`src/rtl/muntjac_fpu_pkg.sv`:
```
// Shared FPU types: rounding modes, accrued exception flags and the
// round-increment decision used by the rounding stage.
package muntjac_fpu_pkg;

    // RISC-V frm encoding.
    typedef enum logic [2:0] {
        RNE = 3'b000,
        RTZ = 3'b001,
        RDN = 3'b010,
        RUP = 3'b011,
        RMM = 3'b100
    } rounding_mode_e;

    // Ordered as the fflags CSR: {NV, DZ, OF, UF, NX}.
    typedef struct packed {
        logic invalid_operation;
        logic divide_by_zero;
        logic overflow;
        logic underflow;
        logic inexact;
    } exception_flags_t;

    // Decide whether the kept magnitude must be bumped by one LSB, given
    // the guard and sticky bits below it.
    function automatic logic round_increment(
        input rounding_mode_e mode,
        input logic           sign,
        input logic           lsb,
        input logic           guard,
        input logic           sticky
    );
        logic inc;
        case (mode)
            RNE:     inc = guard & (sticky | lsb);
            RTZ:     inc = 1'b0;
            RDN:     inc = sign & (guard | sticky);
            RUP:     inc = ~sign & (guard | sticky);
            RMM:     inc = guard;
            default: inc = 1'b0;
        endcase
        return inc;
    endfunction

endpackage

```
`src/rtl/muntjac_fpu_right_shift.sv`:
```
// Logical right shifter that also reports whether any set bit fell off
// the bottom. Shift amounts of Width or more yield zero.
module muntjac_fpu_right_shift #(
    parameter int unsigned Width      = 25,
    parameter int unsigned ShAmtWidth = $clog2(Width + 1)
) (
    input  logic [Width-1:0]      data_i,
    input  logic [ShAmtWidth-1:0] shamt_i,
    output logic [Width-1:0]      data_o,
    output logic                  sticky_o
);

    logic [Width-1:0] lost_mask;

    // Shift and OR together every bit that the shift discards.
    always_comb begin
        data_o    = data_i >> shamt_i;
        lost_mask = ~({Width{1'b1}} << shamt_i);
        sticky_o  = |(data_i & lost_mask);
    end

endmodule

```
`src/rtl/muntjac_fpu_round_pack.sv`:
```
// Two-stage round-and-pack: stage 1 denormalises tiny values, stage 2
// rounds, detects overflow, applies specials and packs an IEEE word.
module muntjac_fpu_round_pack
    import muntjac_fpu_pkg::*;
#(
    parameter int unsigned ExpWidth   = 8,
    parameter int unsigned SigWidth   = 23,
    parameter int unsigned InExpWidth = 10
) (
    input  logic                         clk_i,
    input  logic                         rst_ni,
    input  logic                         req_valid_i,
    output logic                         req_ready_o,
    input  rounding_mode_e               req_rounding_mode_i,
    input  logic                         req_invalid_operation_i,
    input  logic                         req_sign_i,
    input  logic signed [InExpWidth-1:0] req_exponent_i,
    input  logic [SigWidth+1:0]          req_significand_i,
    input  logic                         req_is_zero_i,
    input  logic                         req_is_inf_i,
    input  logic                         req_is_nan_i,
    output logic                         resp_valid_o,
    input  logic                         resp_ready_i,
    output logic [ExpWidth+SigWidth:0]   resp_value_o,
    output exception_flags_t             resp_flags_o
);

    localparam int unsigned ShWidth    = SigWidth + 2;
    localparam int unsigned ShAmtWidth = $clog2(ShWidth + 1);
    localparam logic [InExpWidth:0] Bias   = (InExpWidth+1)'(2 ** (ExpWidth - 1) - 1);
    localparam logic [InExpWidth:0] MaxExp = (InExpWidth+1)'(2 ** ExpWidth - 1);
    localparam logic [InExpWidth:0] ShSat  = (InExpWidth+1)'(ShWidth);

    // Handshake
    logic v1_q, v1_d, v2_q, v2_d;
    logic stage1_ready, stage2_ready, s1_advance, s2_advance;

    // Stage 1 combinational
    logic [InExpWidth:0]   biased_exp, shift_dist;
    logic                  is_denorm;
    logic [ShAmtWidth-1:0] shamt;
    logic [ShWidth-1:0]    shifted;
    logic                  shifted_sticky;

    // Stage 1 registers
    logic                s1_sign_q, s1_sign_d;
    logic [InExpWidth:0] s1_exp_q, s1_exp_d;
    logic [SigWidth:0]   s1_mant_q, s1_mant_d;
    logic                s1_guard_q, s1_guard_d;
    logic                s1_sticky_q, s1_sticky_d;
    logic                s1_tiny_q, s1_tiny_d;
    rounding_mode_e      s1_mode_q, s1_mode_d;
    logic                s1_zero_q, s1_zero_d;
    logic                s1_inf_q, s1_inf_d;
    logic                s1_nan_q, s1_nan_d;
    logic                s1_nv_q, s1_nv_d;

    // Stage 2 combinational
    logic                round_up, overflow, inexact, ovf_to_inf;
    logic [SigWidth+1:0] rounded_sum;
    logic [InExpWidth:0] rounded_exp;

    // Stage 2 registers
    logic [ExpWidth+SigWidth:0] value_q, value_d;
    exception_flags_t           flags_q, flags_d;

    assign stage2_ready = ~v2_q | resp_ready_i;
    assign stage1_ready = ~v1_q | stage2_ready;
    assign req_ready_o  = stage1_ready;
    assign s1_advance   = req_valid_i & stage1_ready;
    assign s2_advance   = v1_q & stage2_ready;
    assign resp_valid_o = v2_q;
    assign resp_value_o = value_q;
    assign resp_flags_o = flags_q;

    // Valid bits move forward whenever the downstream slot is free.
    always_comb begin
        v1_d = stage1_ready ? req_valid_i : v1_q;
        v2_d = stage2_ready ? v1_q : v2_q;
    end

    // Bias the exponent and work out how far a tiny value must shift.
    always_comb begin
        biased_exp = {req_exponent_i[InExpWidth-1], req_exponent_i} + Bias;
        is_denorm  = biased_exp[InExpWidth] | (biased_exp == '0);
        shift_dist = (InExpWidth+1)'(1) - biased_exp;
        shamt      = (shift_dist > ShSat) ? ShAmtWidth'(ShWidth)
                                          : shift_dist[ShAmtWidth-1:0];
    end

    muntjac_fpu_right_shift #(
        .Width      (ShWidth),
        .ShAmtWidth (ShAmtWidth)
    ) u_denorm_shift (
        .data_i   ({1'b1, req_significand_i[SigWidth+1:1]}),
        .shamt_i  (shamt),
        .data_o   (shifted),
        .sticky_o (shifted_sticky)
    );

    // Stage 1 capture; tiny is decided here since it needs the unshifted bits.
    always_comb begin
        s1_sign_d   = s1_sign_q;
        s1_exp_d    = s1_exp_q;
        s1_mant_d   = s1_mant_q;
        s1_guard_d  = s1_guard_q;
        s1_sticky_d = s1_sticky_q;
        s1_tiny_d   = s1_tiny_q;
        s1_mode_d   = s1_mode_q;
        s1_zero_d   = s1_zero_q;
        s1_inf_d    = s1_inf_q;
        s1_nan_d    = s1_nan_q;
        s1_nv_d     = s1_nv_q;
        if (s1_advance) begin
            s1_sign_d = req_sign_i;
            s1_mode_d = req_rounding_mode_i;
            s1_zero_d = req_is_zero_i;
            s1_inf_d  = req_is_inf_i;
            s1_nan_d  = req_is_nan_i;
            s1_nv_d   = req_invalid_operation_i;
            if (is_denorm) begin
                s1_exp_d    = '0;
                s1_mant_d   = shifted[ShWidth-1:1];
                s1_guard_d  = shifted[0];
                s1_sticky_d = req_significand_i[0] | shifted_sticky;
            end else begin
                s1_exp_d    = biased_exp;
                s1_mant_d   = {1'b1, req_significand_i[SigWidth+1:2]};
                s1_guard_d  = req_significand_i[1];
                s1_sticky_d = req_significand_i[0];
            end
            // Just below the normal range, unbounded rounding may still carry
            // up to the smallest normal, which is then not tiny.
            s1_tiny_d = is_denorm &
                        ~((biased_exp == '0) &
                          (&req_significand_i[SigWidth+1:2]) &
                          round_increment(req_rounding_mode_i, req_sign_i,
                                          req_significand_i[2],
                                          req_significand_i[1],
                                          req_significand_i[0]));
        end
    end

    // Round, detect overflow, and pack the final word with its flags.
    always_comb begin
        round_up    = round_increment(s1_mode_q, s1_sign_q, s1_mant_q[0],
                                      s1_guard_q, s1_sticky_q);
        rounded_sum = {1'b0, s1_mant_q} + (SigWidth+2)'(round_up);
        rounded_exp = s1_exp_q + (InExpWidth+1)'(rounded_sum[SigWidth+1] |
                      ((s1_exp_q == '0) & rounded_sum[SigWidth]));
        overflow    = rounded_exp >= MaxExp;
        inexact     = s1_guard_q | s1_sticky_q;
        ovf_to_inf  = (s1_mode_q == RNE) | (s1_mode_q == RMM) |
                      ((s1_mode_q == RUP) & ~s1_sign_q) |
                      ((s1_mode_q == RDN) & s1_sign_q);
        value_d = value_q;
        flags_d = flags_q;
        if (s2_advance) begin
            flags_d = '0;
            flags_d.invalid_operation = s1_nv_q;
            if (s1_nan_q) begin
                value_d = {1'b0, {ExpWidth{1'b1}}, 1'b1, {(SigWidth-1){1'b0}}};
            end else if (s1_inf_q) begin
                value_d = {s1_sign_q, {ExpWidth{1'b1}}, {SigWidth{1'b0}}};
            end else if (s1_zero_q) begin
                value_d = {s1_sign_q, {(ExpWidth+SigWidth){1'b0}}};
            end else if (overflow) begin
                flags_d.overflow = 1'b1;
                flags_d.inexact  = 1'b1;
                value_d = ovf_to_inf
                        ? {s1_sign_q, {ExpWidth{1'b1}}, {SigWidth{1'b0}}}
                        : {s1_sign_q, {(ExpWidth-1){1'b1}}, 1'b0, {SigWidth{1'b1}}};
            end else begin
                flags_d.inexact   = inexact;
                flags_d.underflow = s1_tiny_q & inexact;
                value_d = {s1_sign_q, rounded_exp[ExpWidth-1:0],
                           rounded_sum[SigWidth-1:0]};
            end
        end
    end

    // Pipeline state; everything clears on reset so nothing in flight survives.
    always_ff @(posedge clk_i or negedge rst_ni) begin
        if (!rst_ni) begin
            v1_q        <= 1'b0;
            v2_q        <= 1'b0;
            s1_sign_q   <= 1'b0;
            s1_exp_q    <= '0;
            s1_mant_q   <= '0;
            s1_guard_q  <= 1'b0;
            s1_sticky_q <= 1'b0;
            s1_tiny_q   <= 1'b0;
            s1_mode_q   <= RNE;
            s1_zero_q   <= 1'b0;
            s1_inf_q    <= 1'b0;
            s1_nan_q    <= 1'b0;
            s1_nv_q     <= 1'b0;
            value_q     <= '0;
            flags_q     <= '0;
        end else begin
            v1_q        <= v1_d;
            v2_q        <= v2_d;
            s1_sign_q   <= s1_sign_d;
            s1_exp_q    <= s1_exp_d;
            s1_mant_q   <= s1_mant_d;
            s1_guard_q  <= s1_guard_d;
            s1_sticky_q <= s1_sticky_d;
            s1_tiny_q   <= s1_tiny_d;
            s1_mode_q   <= s1_mode_d;
            s1_zero_q   <= s1_zero_d;
            s1_inf_q    <= s1_inf_d;
            s1_nan_q    <= s1_nan_d;
            s1_nv_q     <= s1_nv_d;
            value_q     <= value_d;
            flags_q     <= flags_d;
        end
    end

endmodule

```
`config.mk`:
```
export PLATFORM = sky130hd
export DESIGN_NAME = muntjac_fpu_round_pack
export DESIGN_NICKNAME = d
export VERILOG_FILES = /design/src/rtl/muntjac_fpu_pkg.sv /design/src/rtl/muntjac_fpu_right_shift.sv /design/src/rtl/muntjac_fpu_round_pack.sv
export SDC_FILE = /design/constraint.sdc
export NUM_CORES = 1
export LEC_CHECK = 0
export ABC_AREA = 1
export ABC_CLOCK_PERIOD_IN_PS = 5600
export BUFFER_PORTS_ARGS = -buffer_cell sky130_fd_sc_hd__clkbuf_2
export CORE_ASPECT_RATIO = 2
export CORE_MARGIN = 1
export CORE_UTILIZATION = 29
export DETAILED_ROUTE_END_ITERATION = 6
export PLACE_DENSITY_LB_ADDON = 0.3
export RECOVER_POWER = 25
export SLEW_MARGIN = 10
export SYNTH_ARGS = -nofsm -noshare
export SYNTH_HDL_FRONTEND = slang
export SYNTH_HIERARCHICAL = 1
export SYNTH_SLANG_ARGS = --single-unit
```
`constraint.sdc`:
```
create_clock -name clk_i -period 5.6 [get_ports clk_i]
set_clock_uncertainty 0.2 [all_clocks]
set_input_delay 0.56 -clock clk_i [delete_from_list [all_inputs] [get_ports clk_i]]
set_output_delay 0.56 -clock clk_i [all_outputs]
set_load 0.01 [all_outputs]
```
# == Yosys cells after proc, flatten, opt, wreduce, memory -nomap -nowiden ==
# Cells that the tools add are included.
# classes
add_sub_neg,4
mul,0
div,0
order_cmp,2
n_eq_ne,6
shift,2
mux,19
bitwise_logic,34
n_reduce_logical,6
# ops
operator,count
31-bit two-way mux,3
24-bit two-way mux,2
32-bit two-way mux,1
24-bit by 1-bit adder with 25-bit output,1
25-bit AND,1
25-bit inverter,1
25-bit OR reduction,1
25-bit by 5-bit left shift with 25-bit output (first input constant),1
25-bit by 5-bit right shift with 25-bit output,1
23-bit AND reduction,1
11-bit zero test,2
1-bit AND,15
3-bit by 2-bit equality test with 1-bit output (second input constant),4
1-bit bitwise OR,12
10-bit by 8-bit adder with 11-bit output (second input constant),1
11-bit by 1-bit adder with 11-bit output,1
11-bit by 8-bit greater-or-equal comparator with 1-bit output (second input constant),1
11-bit by 5-bit > comparator with 1-bit output (second input constant),1
11-bit two-way mux,1
1-bit by 11-bit subtractor with 11-bit output (first input constant),1
3-bit two-way mux,3
1-bit case mux with 4 select lines,2
3-bit equality test (second input constant),2
3-bit zero test,2
other kinds (3),12
# word_totals
regBits,84
latch_bits,0
ramBits,0
mem_bits_ro,0
input_bits,47
output_inout_bits,39
wordCells,91
n_memories,0

# == Logic depth before layout (Yosys ltp) ==
# depth
ltp_word,12
ltp_mapped,30
mapped_depth_nobuf,29

# == Hierarchy ==
# Netlist, hierarchy kept.
# modules_own_cells
module,instances,cells_per_inst,area_each_um2,seq_area_each_um2
muntjac_fpu_round_pack,1,733,5258.8,2102.0
muntjac_fpu_right_shift,1,350,1799.2,0.0

# == Worst setup path before layout ==
# OpenSTA, ideal clock, no wires.
# synth_timing
path_kind,flip-flop to flip-flop
start,register s1_mode_q[2]
end,register value_q[10] (netlist: resp_value_o[10])
setup_time_ps,121
arrival_time_ps,3899
required_ps,5279
setup_slack_ps,1379
path_stages_with_launch,28
n_path_buf,1
synth_period_minus_slack_ps,4221
cell_sequence,dfrtp_1 > nor3_1 > ha_1 > o41ai_1 > ha_1 > nand3_1 > inv_1 > nand2_1 > inv_1 > nand4_1 > or2_2 > nor2_1 > nand3_1 > nand3_1 > nand2_1 > ha_1 > ha_1 > nand2_2 > nor2_4 > nand3_2 > nor2_1 > nand2_1 > nand2_1 > nor2_4 > nand2_4 > buf_2 > a21oi_1 > o21ai_2
# synth_between
elab_chain_len,11
word_cells_on_any_way,20
classes_between,add/sub (2); order compare (1); eq/ne (3); mux (6); bitwise (7); reduce/logical (1)
# synth_lines
item,line,source
"start, declared",muntjac_fpu_round_pack.sv:52,"rounding_mode_e s1_mode_q, s1_mode_d;"
"start signal, assigned",muntjac_fpu_round_pack.sv:209,s1_mode_q <= s1_mode_d;
"3-bit equality test, or another cell as far along","muntjac_fpu_pkg.sv:33, muntjac_fpu_round_pack.sv:153",
1-bit case mux with 4 select lines,muntjac_fpu_pkg.sv:33,case (mode)
24-bit by 1-bit adder with 25-bit output,muntjac_fpu_round_pack.sv:148,"rounded_sum = {1'b0, s1_mant_q} + (SigWidth+2)'(round_up);"
1-bit AND,muntjac_fpu_round_pack.sv:150,((s1_exp_q == '0) & rounded_sum[SigWidth]));
1-bit bitwise OR,muntjac_fpu_round_pack.sv:149,rounded_exp = s1_exp_q + (InExpWidth+1)'(rounded_sum[SigWidth+1] |
11-bit by 1-bit adder with 11-bit output,muntjac_fpu_round_pack.sv:149,
11-bit by 8-bit greater-or-equal comparator with 1-bit output,muntjac_fpu_round_pack.sv:151,overflow = rounded_exp >= MaxExp;
31-bit two-way mux *,muntjac_fpu_round_pack.sv:167,end else if (overflow) begin
31-bit two-way mux *,muntjac_fpu_round_pack.sv:165,end else if (s1_zero_q) begin
31-bit two-way mux *,muntjac_fpu_round_pack.sv:163,end else if (s1_inf_q) begin
32-bit two-way mux *,muntjac_fpu_round_pack.sv:161,if (s1_nan_q) begin
"end signal, assigned",muntjac_fpu_round_pack.sv:214,value_q <= value_d;
"end, declared",muntjac_fpu_round_pack.sv:64,"logic [ExpWidth+SigWidth:0] value_q, value_d;"
# Every way passes the cells marked *; elsewhere a longest branch is shown, timed or not.
# A chain may end at the register's enable or synchronous reset.

# == Final worst setup path ==
# layout_timing
start,register s1_mode_q[2]
end,register value_q[1] (netlist: resp_value_o[1])
# Same word-level chain as after synthesis.

==> flow_metrics.py <==
metrics = {
    "clock_network": {
        "cts_tree": "yes",
        "clkLatencyLatePin_ps": 350,
        "ctsHtreeMaxLevel": 3,
        "path_clk_slew_ps": 60,
        "clockBufferDepth": 2,
        "post_cts_buffers": 0,
        "cts-buffers-inserted": 9,
        "cts_root_buf": "clkbuf_16",
        "numClockSinks": 84,
    },
    "drt": {
        "drt_first_pass_iters": 7,
        "final_antenna_net_count": 0,
        "drt_iter0_drc": 500,
        "drt-vias-per-instance": 5.13,
        "routedWlPerCell_um": 17.2,
        "highest_layer": "met4",
        "dr_wl_met3_um": 878,
        "num_vias": 7410,
        "drc": 7,
        "wirelength_um": 24900,
        "met2_length_um": 13800,
        "drt-met1-wl_um": 8630,
    },
    "sta": {
        "postLayoutSetupSlackWorst_ps": 513,
        "fin_crit_ps": 5090,
        "fin_tns_setup_ps": 0,
        "fin_crit_sh_pct": 90.8,
        "setup_viol": 0,
        "whs_ps": 204,
        "hold_viol": 0,
        "slew_headroom_pct": -10.6,
        "fmax_ghz": 0.197,
        "maxSlewViolCount": 68,
        "worstMarginPinSlew_ps": 1660,
        "rsz0062_at_grt": "false",
    },
    "yosys": {
        "synth_simple_gate_area_share_pct": 46.4,
        "synth_edf_count": 0,
        "synth_fa_ha_area_share_pct": 1.60,
        "synth_area_sq_um": 7060,
        "yosys_warnings": 6,
        "synth-async-reset-ratio_pct": 100,
        "synthFlopType": "dfrtp_1",
        "ys_seq_area_share_pct": 29.8,
        "yosysUniqueCellTypes": 46,
        "ys_seq_elements": 84,
        "synth_mux_area_share_pct": 0,
        "avgSynthCellArea_sq_um": 6.52,
        "synth-xor-area-share_pct": 0.993,
        "synth_compound_area_share_pct": 11.3,
        "synth_top_family_by_area": "simple AND/OR/NAND/NOR gates",
        "syn_inst": 1083,
    },
    "hold_path": {
        "hp-class": "input pin to flip-flop",
    },
    "floorplan": {
        "ios": 86,
        "die_h_um": 223,
        "die_w_um": 112,
        "row_count": 80,
        "dieArea_sq_um": 25000,
        "start_util_pct": 29.6,
        "coreArea_sq_um": 23800,
    },
    "cells_and_area": {
        "mostFrequentLayoutCells": "nand2_1, nand3_1, nor2_1",
        "final_nets": 1208,
        "fin_util_pct": 33.1,
        "final_common_cell": "nand2_1",
        "area_delta_synth_final_pct": 11.8,
        "final_layout_size_suffix_gt1_share_pct": 15.9,
        "n_antenna_cell": 0,
    },
    "power": {
        "p_int_mw": 1.22,
        "p_leak_nw": 3.78,
        "peakVddDrop_mv": 0.143,
        "power_density_nw_per_um2": 245,
        "clkPwrFrac_pct": 28.2,
        "switching_power_mw": 0.717,
        "power_frac_seq_pct": 42.1,
        "p_sw_share_pct": 37.1,
        "p_total_mw": 1.93,
        "comb_power_share_pct": 29.7,
    },
    "worst_setup_path": {
        "cp_max_fo": 27,
        "required_ps": 5630,
        "critPathKind": "flip-flop to flip-flop",
        "crit_top_cell": "nand2_1",
        "critical_path.max_stage_delay_ps": 430,
        "end_kind": "flip-flop",
        "start_kind": "flip-flop",
        "worstPathArrival_ps": 5120,
        "slowest_stage": "dfrtp_1",
    },
    "grt": {
        "grt_pass1_vias": 7331,
        "grt_overflow": 0,
        "grt_max_degree": 57,
        "grt_pass1_wl_um": 39100,
        "antenna_found_initial": 0,
        "grt_usage_pct": 20.4,
    },
    "job": {
        "drv_cap": 2,
    },
    "placement": {
        "dp_slack_ps": 377,
        "hpwl_um": 20000,
        "routabilityCongestion": 0.995,
        "port_buffers": 84,
    },
    "outcome": {
        "violations": "DRC, capacitance limit, slew limit",
        "outcome": "complete, but fails checks",
    },
}
==> cell usage after synthesis, drive strengths merged (3+ instances only) <==
cell type | count | share of area (%)
nand3b | 4 | 0.43
nor4 | 7 | 0.62
o211ai | 9 | 1.3
inv | 92 | 5.0
o22ai | 5 | 0.44
nand2 | 358 | 20
xor2 | 5 | 0.62
xnor2 | 3 | 0.37
buf | 33 | 4.3
o21bai | 3 | 0.32
a21oi | 32 | 2.3
o21ai | 65 | 6.1
dfrtp | 84 | 30
clkbuf | 11 | 0.59
ha | 9 | 1.6
nand4 | 17 | 1.5
nor2 | 108 | 6.7
or2 | 9 | 0.80
nand3 | 207 | 15
nor3 | 10 | 0.71
==> worst max-delay path, delay by kind of cell (launching register included) <==
family	cells	cell delay, ps
AND/OR/NAND/NOR	19	2490
adder cells (fa/ha/maj)	4	1020
AO/OA/AOI/OAI	2	480
flip-flops	1	430
buffers and inverters	3	320
==> logic make-up after synthesis <==
group,Yosys count
AND/OR/NAND/NOR,722
buffers and inverters,137
AO/OA/AOI/OAI,121
flip-flops,84
adder cells (fa/ha/maj),9
XOR/XNOR,8
other,2
==> repair_timing <==
item	in CTS	in global routing
hold endpoints to repair	28	0
setup endpoints to repair	0	22
gates resized for setup	0	3
hold buffers	1	0
==> power groups by stage <==
stage | Combinational [mW] | Clock, mW | Sequential, mW
after global placement | 0.576 | 0 | 0.824
after global routing | 0.644 | 0.586 | 0.831
after CTS | 0.582 | 0.560 | 0.817
after detailed placement | 0.578 | 0 | 0.827
final | 0.574 | 0.545 | 0.815
after floorplan | 0.351 | 0 | 0.827
==> flip-flops by register name, summed over array words and instances, names as in the netlist, 3 cells and up <==
| signal | cells |
|---|---|
| s1_mant_q | 24 |
| resp_flags_o | 4 |
| s1_mode_q | 3 |
| resp_value_o | 32 |
| s1_exp_q | 11 |
==> routing by layer <==
layer	vias to the layer above	GRT usage (%)
li1	3709	-
met1	3405	19.9
met2	221	39.3
met3	75	2.29
met4	0	13.7
met5	-	0
==> metrics by stage <==
| step | area [sq um] | std cells |
|---|---|---|
| after detailed placement | 7620 | 1426 |
| after floorplan | 7070 | 1085 |
| after global routing | 7890 | 1444 |
| final | 7890 | 1444 |
| after global placement | 7620 | 1426 |
| after CTS | 7900 | 1443 |
==> layout make-up <==
type | instances | area (sq um)
fill | 2710 | 15900
multi-input combinational | 865 | 4300
sequential | 84 | 2100
timing repair buffer | 99 | 504
tap | 287 | 359
inverter | 93 | 354
clock buffer | 11 | 243
clock inverter | 5 | 27.5
==> final timing paths <==
path	from	end	slack, ps	cells past startpoint
hold / removal	req_is_inf_i	s1_inf_q$_DFFE_PN0P_	200	3
setup reg to reg	s1_mode_q[2]$_DFFE_PN0P_	resp_value_o[1]$_DFFE_PN0P_	510	28
setup / recovery	s1_mode_q[2]$_DFFE_PN0P_	resp_value_o[1]$_DFFE_PN0P_	510	28
hold reg to reg	resp_flags_o[2]$_DFFE_PN0P_	resp_flags_o[2]$_DFFE_PN0P_	280	2
max in group asynchronous	rst_ni	s1_exp_q[6]$_DFFE_PN0P_	2820	3
min in group asynchronous	rst_ni	resp_value_o[10]$_DFFE_PN0P_	920	2
Power figures use the tool's default switching activity.
